**config.mk**
```make
export PLATFORM = sky130hd
export DESIGN_NAME = vga_frame_sched
export DESIGN_NICKNAME = d
export VERILOG_FILES = /design/src/rtl/vga_frame_sched.sv
export SDC_FILE = /design/constraint.sdc
export NUM_CORES = 1
export LEC_CHECK = 0
export BUFFER_PORTS_ARGS = -buffer_cell sky130_fd_sc_hd__buf_2
export CORE_MARGIN = 2
export CORE_UTILIZATION = 64
export CTS_BUF_LIST = sky130_fd_sc_hd__clkbuf_2 sky130_fd_sc_hd__clkbuf_4 sky130_fd_sc_hd__clkbuf_8
export CTS_CLUSTER_DIAMETER = 200
export DETAILED_ROUTE_END_ITERATION = 16
export HOLD_SLACK_MARGIN = 0.05
export PLACE_DENSITY = 0.88
export SYNTH_ARGS = -nofsm -noshare
export SYNTH_HDL_FRONTEND = slang
export SYNTH_SLANG_ARGS = --single-unit
```
**constraint.sdc**
```tcl
create_clock -name sys_clk -period 4 [get_ports sys_clk]
set_input_delay 0.2 -clock sys_clk [delete_from_list [all_inputs] [get_ports sys_clk]]
set_output_delay 0.2 -clock sys_clk [all_outputs]
set_load 0.01 [all_outputs]
```
**src/rtl/vga_frame_sched.sv**
```systemverilog
// Frame-synchronous scheduler: sequences picture mode, horizontal scroll and
// hold configuration so that every vga_pic-facing output changes only at a vsync fall.
module vga_frame_sched #(
    parameter int NUM_MODES   = 4,
    parameter int MODE_W      = 2,
    parameter int HOLD_FRAMES = 120,
    parameter int SCROLL_STEP = 2,
    parameter int SCROLL_WRAP = 640
) (
    input  logic              sys_clk,
    input  logic              sys_rst,
    input  logic              vsync,
    input  logic              pause,
    input  logic              next_req,
    input  logic              cfg_valid,
    input  logic [7:0]        cfg_hold,
    output logic              cfg_ready,
    output logic              frame_start,
    output logic [MODE_W-1:0] mode,
    output logic [9:0]        scroll_x,
    output logic [15:0]       frame_cnt
);

    typedef enum logic [1:0] {
        ST_WAIT  = 2'd0,
        ST_RUN   = 2'd1,
        ST_PAUSE = 2'd2
    } state_t;

    localparam logic [10:0]       STEP_C      = 11'(SCROLL_STEP);
    localparam logic [10:0]       WRAP_C      = 11'(SCROLL_WRAP);
    localparam logic [7:0]        HOLD_RST_C  = 8'(HOLD_FRAMES);
    localparam logic [MODE_W-1:0] LAST_MODE_C = MODE_W'(NUM_MODES - 1);

    // Scroll advance: 11-bit sum with a single conditional subtract of the modulus.
    function automatic logic [9:0] scroll_add(input logic [9:0] cur);
        logic [10:0] sum;
        sum = {1'b0, cur} + STEP_C;
        if (sum >= WRAP_C) begin
            sum = sum - WRAP_C;
        end else begin
            sum = sum;
        end
        return 10'(sum);
    endfunction

    function automatic logic [MODE_W-1:0] mode_inc(input logic [MODE_W-1:0] cur);
        if (cur == LAST_MODE_C) begin
            return {MODE_W{1'b0}};
        end else begin
            return cur + MODE_W'(1);
        end
    endfunction

    state_t              state_r, state_next_s;
    logic                vsync_d_r;
    logic                frame_start_r, frame_start_next_s;
    logic [MODE_W-1:0]   mode_r, mode_next_s;
    logic [9:0]          scroll_r, scroll_next_s;
    logic [15:0]         frame_cnt_r, frame_cnt_next_s;
    logic                cfg_ready_r, cfg_ready_next_s;
    logic [7:0]          hold_pend_r, hold_pend_next_s;
    logic [7:0]          hold_reg_r, hold_reg_next_s;
    logic [7:0]          hold_cnt_r, hold_cnt_next_s;
    logic                skip_pend_r, skip_pend_next_s;
    logic                edge_s;
    logic                auto_s;
    logic                advance_s;

    assign edge_s = vsync_d_r & ~vsync;
    assign auto_s = (hold_reg_r != 8'd0) && (hold_cnt_r == (hold_reg_r - 8'd1));

    // FSM state register.
    always_ff @(posedge sys_clk or posedge sys_rst) begin
        if (sys_rst) begin
            state_r <= ST_WAIT;
        end else begin
            state_r <= state_next_s;
        end
    end

    // Next-state and boundary update; a cfg already pending (ready low) is applied
    // at the boundary, while one offered in the edge cycle waits for the next frame.
    always_comb begin
        state_next_s       = state_r;
        frame_start_next_s = 1'b0;
        mode_next_s        = mode_r;
        scroll_next_s      = scroll_r;
        frame_cnt_next_s   = frame_cnt_r;
        cfg_ready_next_s   = cfg_ready_r;
        hold_pend_next_s   = hold_pend_r;
        hold_reg_next_s    = hold_reg_r;
        hold_cnt_next_s    = hold_cnt_r;
        skip_pend_next_s   = skip_pend_r;
        advance_s          = 1'b0;

        if (edge_s) begin
            frame_start_next_s = 1'b1;
            frame_cnt_next_s   = frame_cnt_r + 16'd1;
            skip_pend_next_s   = next_req;
            state_next_s       = pause ? ST_PAUSE : ST_RUN;

            case (state_r)
                ST_WAIT: begin
                    advance_s = 1'b0;
                end
                ST_RUN: begin
                    scroll_next_s = scroll_add(scroll_r);
                    advance_s     = skip_pend_r | auto_s;
                    if (advance_s) begin
                        hold_cnt_next_s = 8'd0;
                    end else begin
                        hold_cnt_next_s = hold_cnt_r + 8'd1;
                    end
                end
                ST_PAUSE: begin
                    advance_s = skip_pend_r;
                    if (advance_s) begin
                        hold_cnt_next_s = 8'd0;
                    end else begin
                        hold_cnt_next_s = hold_cnt_r;
                    end
                end
                default: begin
                    advance_s    = 1'b0;
                    state_next_s = ST_WAIT;
                end
            endcase

            if (advance_s) begin
                mode_next_s = mode_inc(mode_r);
            end else begin
                mode_next_s = mode_r;
            end

            if (!cfg_ready_r) begin
                hold_reg_next_s  = hold_pend_r;
                hold_cnt_next_s  = 8'd0;
                cfg_ready_next_s = 1'b1;
            end else if (cfg_valid) begin
                hold_pend_next_s = cfg_hold;
                cfg_ready_next_s = 1'b0;
            end else begin
                cfg_ready_next_s = 1'b1;
            end
        end else begin
            skip_pend_next_s = skip_pend_r | next_req;
            if (cfg_valid && cfg_ready_r) begin
                hold_pend_next_s = cfg_hold;
                cfg_ready_next_s = 1'b0;
            end else begin
                cfg_ready_next_s = cfg_ready_r;
            end
        end
    end

    // Datapath registers; vsync_d resets low so release during sync gives no edge.
    always_ff @(posedge sys_clk or posedge sys_rst) begin
        if (sys_rst) begin
            vsync_d_r     <= 1'b0;
            frame_start_r <= 1'b0;
            mode_r        <= {MODE_W{1'b0}};
            scroll_r      <= 10'd0;
            frame_cnt_r   <= 16'd0;
            cfg_ready_r   <= 1'b1;
            hold_pend_r   <= 8'd0;
            hold_reg_r    <= HOLD_RST_C;
            hold_cnt_r    <= 8'd0;
            skip_pend_r   <= 1'b0;
        end else begin
            vsync_d_r     <= vsync;
            frame_start_r <= frame_start_next_s;
            mode_r        <= mode_next_s;
            scroll_r      <= scroll_next_s;
            frame_cnt_r   <= frame_cnt_next_s;
            cfg_ready_r   <= cfg_ready_next_s;
            hold_pend_r   <= hold_pend_next_s;
            hold_reg_r    <= hold_reg_next_s;
            hold_cnt_r    <= hold_cnt_next_s;
            skip_pend_r   <= skip_pend_next_s;
        end
    end

    assign frame_start = frame_start_r;
    assign mode        = mode_r;
    assign scroll_x    = scroll_r;
    assign frame_cnt   = frame_cnt_r;
    assign cfg_ready   = cfg_ready_r;

endmodule
```
==> results.yml <==
power:
  vdd_ir_drop_max_mv: 0.439
  internal_power_mw: 1.27
  swShare: 0.325
  p_comb_frac: 0.235
  p_total_mw: 1.89
  pwr_density_cell_nw_per_um2: 541
  p_leak_nw: 1.60
  p_sw_mw: 0.613
  power_frac_clock: 0.310
  power_frac_seq: 0.455
drt:
  via_count: 2297
  post_drt_via_cell_ratio: 5.92
  drt_iter0_drc: 109
  routed_wl_um: 6420
  route.detailed.drc: 0
  wire_per_inst_um: 16.5
  antenna_left: 0
  firstDrtPassIters: 4
logic_synthesis:
  ys_ff_latch: 57
  synth_most_common_cell: "dfrtp_1"
  synthTopCellsByArea: "dfrtp_1, xnor2_1, mux2_2"
  synth_ff_type: "dfrtp_1"
  ys_top_cells_by_count: "dfrtp_1, nand2_1, xnor2_1"
  ys_types: 50
  synthArstFlopShare: 1.00
  synth_cells: 285
  syn-cell-area_um2: 3010
  synth_top_area_share: 0.433
  synth_nets: 310
  syn_area_per_cell_um2: 10.5
  synth_edf_count: 0
  ys_seq_area_frac: 0.477
  yosys_warnings: 0
  synth_area_leader_cell: "dfrtp_1"
final_layout:
  drive_above_1_share: 0.277
  area_delta_synth_final_pct: 16.0
  antenna_cells: 0
  final_cell_area_um2: 3490
  fin_cells: 388
  nets: 356
sta:
  setup_viol: 0
  clock_skew_ns: 0.0123
  rsz0062_at_grt: "no"
  finalCritPeriodShare: 0.658
  fin_hold_ws_ns: 0.0678
  timing.fmax_ghz: 0.380
  tns_ns: 0
  period_minus_slack_ns: 2.63
  slew_headroom: 0.514
  slew_viol_final: 0
  tightest_slew_ns: 0.726
  hold_viol_final: 0
cts:
  post_cts_resize_count: 0
  clock-sinks: 57
  cts_tree: "built"
  htreeDepth: 3
  path_clk_slew_ns: 0.07
  clk_latency_ns: 0.33
  root_buffer: "clkbuf_8"
  numCtsBuffers: 9
  cts.path.max_buffers: 2
place:
  detailed_place_hpwl_um: 4380
  placed_area_um2: 3240
  io_buffers: 42
  dpl.cell_count: 369
  routabilityCongestion: 0.853
critical_path:
  reg2regPathDepth: 8
  worstPathRequired_ns: 4.21
  cpLargestDelayFamily: "compound AO/OA/AOI/OAI gates"
  path_class: "register to register"
  arrival_ns: 2.85
  worst_setup_path_start_kind: "register"
  slowest_stage: "nor3b_1"
  r2r_slack_ns: 1.37
  endpoint_kind: "register"
  worstPathCellList: "inv_1 -> ha_1 -> nor3b_1 -> o21a_1 -> a211oi_1 -> a2111oi_4 -> o21a_2 -> mux2_1"
  r2r_end: "mode[1]"
  rr_startpoint: "hold_reg_r[0]"
  path_max_fanout: 6
  critPathMaxStageDelay_ns: 0.52
  timing.critical_path.buf_inv: 1
global_route:
  antenna_found_initial: 0
  grt_pass1_wl_um: 10800
  grt_max_degree: 58
  grt_pass1_vias: 2304
  overflow: 0
  track_usage: 0.272
floorplan:
  die_y_um: 72.5
  start_util: 0.676
  core_um2: 4440
  placementRows: 24
  die-area_um2: 5260
  ios: 44
  die_w_um: 72.5
hold_path:
  worstHoldPathType: "input port to async pin"
outcome:
  outcome: "finished, final reports clean"
run:
  cap_violations: 0
logic make-up (layout without fill, tap and decap cells):
logic type	after synthesis	count (layout)	synth area share
DFF	57	57	0.477
and+or+nand+nor	102	102	0.176
muxes	18	18	0.0666
other	1	1	0.00125
xor gates and xnor gates	34	34	0.0991
AOI/OAI and AO/OA	40	40	0.106
adders and majority gates	11	11	0.0458
buffers and inverters	22	73	0.0291
worst max path at each step:
| stage | from | to | slack [ns] | depth (start not counted) |
|---|---|---|---|---|
| finish | hold_reg_r[0] | mode[1] | 1.37 | 8 |
| global route | hold_reg_r[0] | mode[1] | 1.17 | 8 |
| CTS | hold_reg_r[0] | mode[1] | 1.37 | 8 |
| detailed placement | hold_reg_r[0] | mode[0] | 1.43 | 8 |
| global placement | scroll_x[1] | scroll_x[8] | 1.57 | 11 |
| floorplan | scroll_x[3] | scroll_x[8] | 1.60 | 10 |
layer usage:
layer / track usage / wire length, µm / vias up
met4: 0.146 / 136 / 0
met1: 0.336 / 2680 / 1129
met5: 0 / 0 / -
met3: 0.0653 / 262 / 15
li1: - / - / 1089
met2: 0.442 / 3340 / 64
final cells by class:
class                           instances  area (µm²)
Multi-Input combinational cell        206        1490
Sequential cell                        57        1430
Fill cell                             279         958
Timing Repair Buffer                   46         248
Clock buffer                           10         131
Clock inverter                          6        82.6
Tap cell                               52        65.1
Inverter                               11        41.3
cells in the final DEF, fill, tap and decap left out, drive strengths merged, types with 2 or more instances in the layout:
| master | count |
|---|---|
| nand3 | 7 |
| bufinv | 2 |
| o21ai | 12 |
| or3 | 5 |
| nor2 | 16 |
| mux2i | 2 |
| nand2 | 33 |
| o21a | 2 |
| a21oi | 5 |
| a2111oi | 6 |
| mux2 | 16 |
| clkinv | 3 |
| buf | 43 |
| clkbuf | 10 |
| or2 | 3 |
| xor2 | 13 |
| and4 | 2 |
| dlygate4sd3 | 3 |
| a21boi | 2 |
| dfstp | 5 |
| and3 | 2 |
| a211oi | 2 |
| nand4 | 11 |
| xnor2 | 21 |
| nor3 | 9 |
| ha | 11 |
| nand2b | 6 |
| inv | 11 |
| dfrtp | 52 |
| nand3b | 2 |
| a21o | 5 |
registers in the layout, summed over array words and instances (netlist names):
| name | flops |
|---|---|
| hold_cnt_r | 8 |
| vsync_d_r | 1 |
| hold_pend_r | 8 |
| mode | 2 |
| state_r | 2 |
| scroll_x | 9 |
| frame_cnt | 16 |
| hold_reg_r | 8 |
| skip_pend_r | 1 |
| cfg_ready | 1 |
| frame_start | 1 |
power by group through the flow:
stage	Sequential, mW	Combinational [mW]	Clock (mW)
2_1_floorplan	0.835	0.316	0
3_3_place_gp	0.852	0.411	0
3_5_place_dp	0.859	0.438	0
4_1_cts	0.854	0.448	0.588
5_1_grt	0.877	0.494	0.613
6_report	0.858	0.444	0.584
metrics by stage:
step	utilization	setup slack (ns)
after floorplan	-	1.60
after global placement	0.729	1.57
after detailed placement	0.729	1.43
after CTS	0.784	1.37
after global routing	0.784	1.17
final	0.784	1.37
worst min-delay path, stage by stage:
cell   delay [ns]
buf_2        0.10
inv_2        0.04
buf_4        0.56
what timing repair did:
action                                 in CTS  in global routing
setup buffers                               0                  0
hold buffers                                3                  0
endpoints found under the hold margin       3                  0
Note: power is estimated with default switching activity, not from simulation.
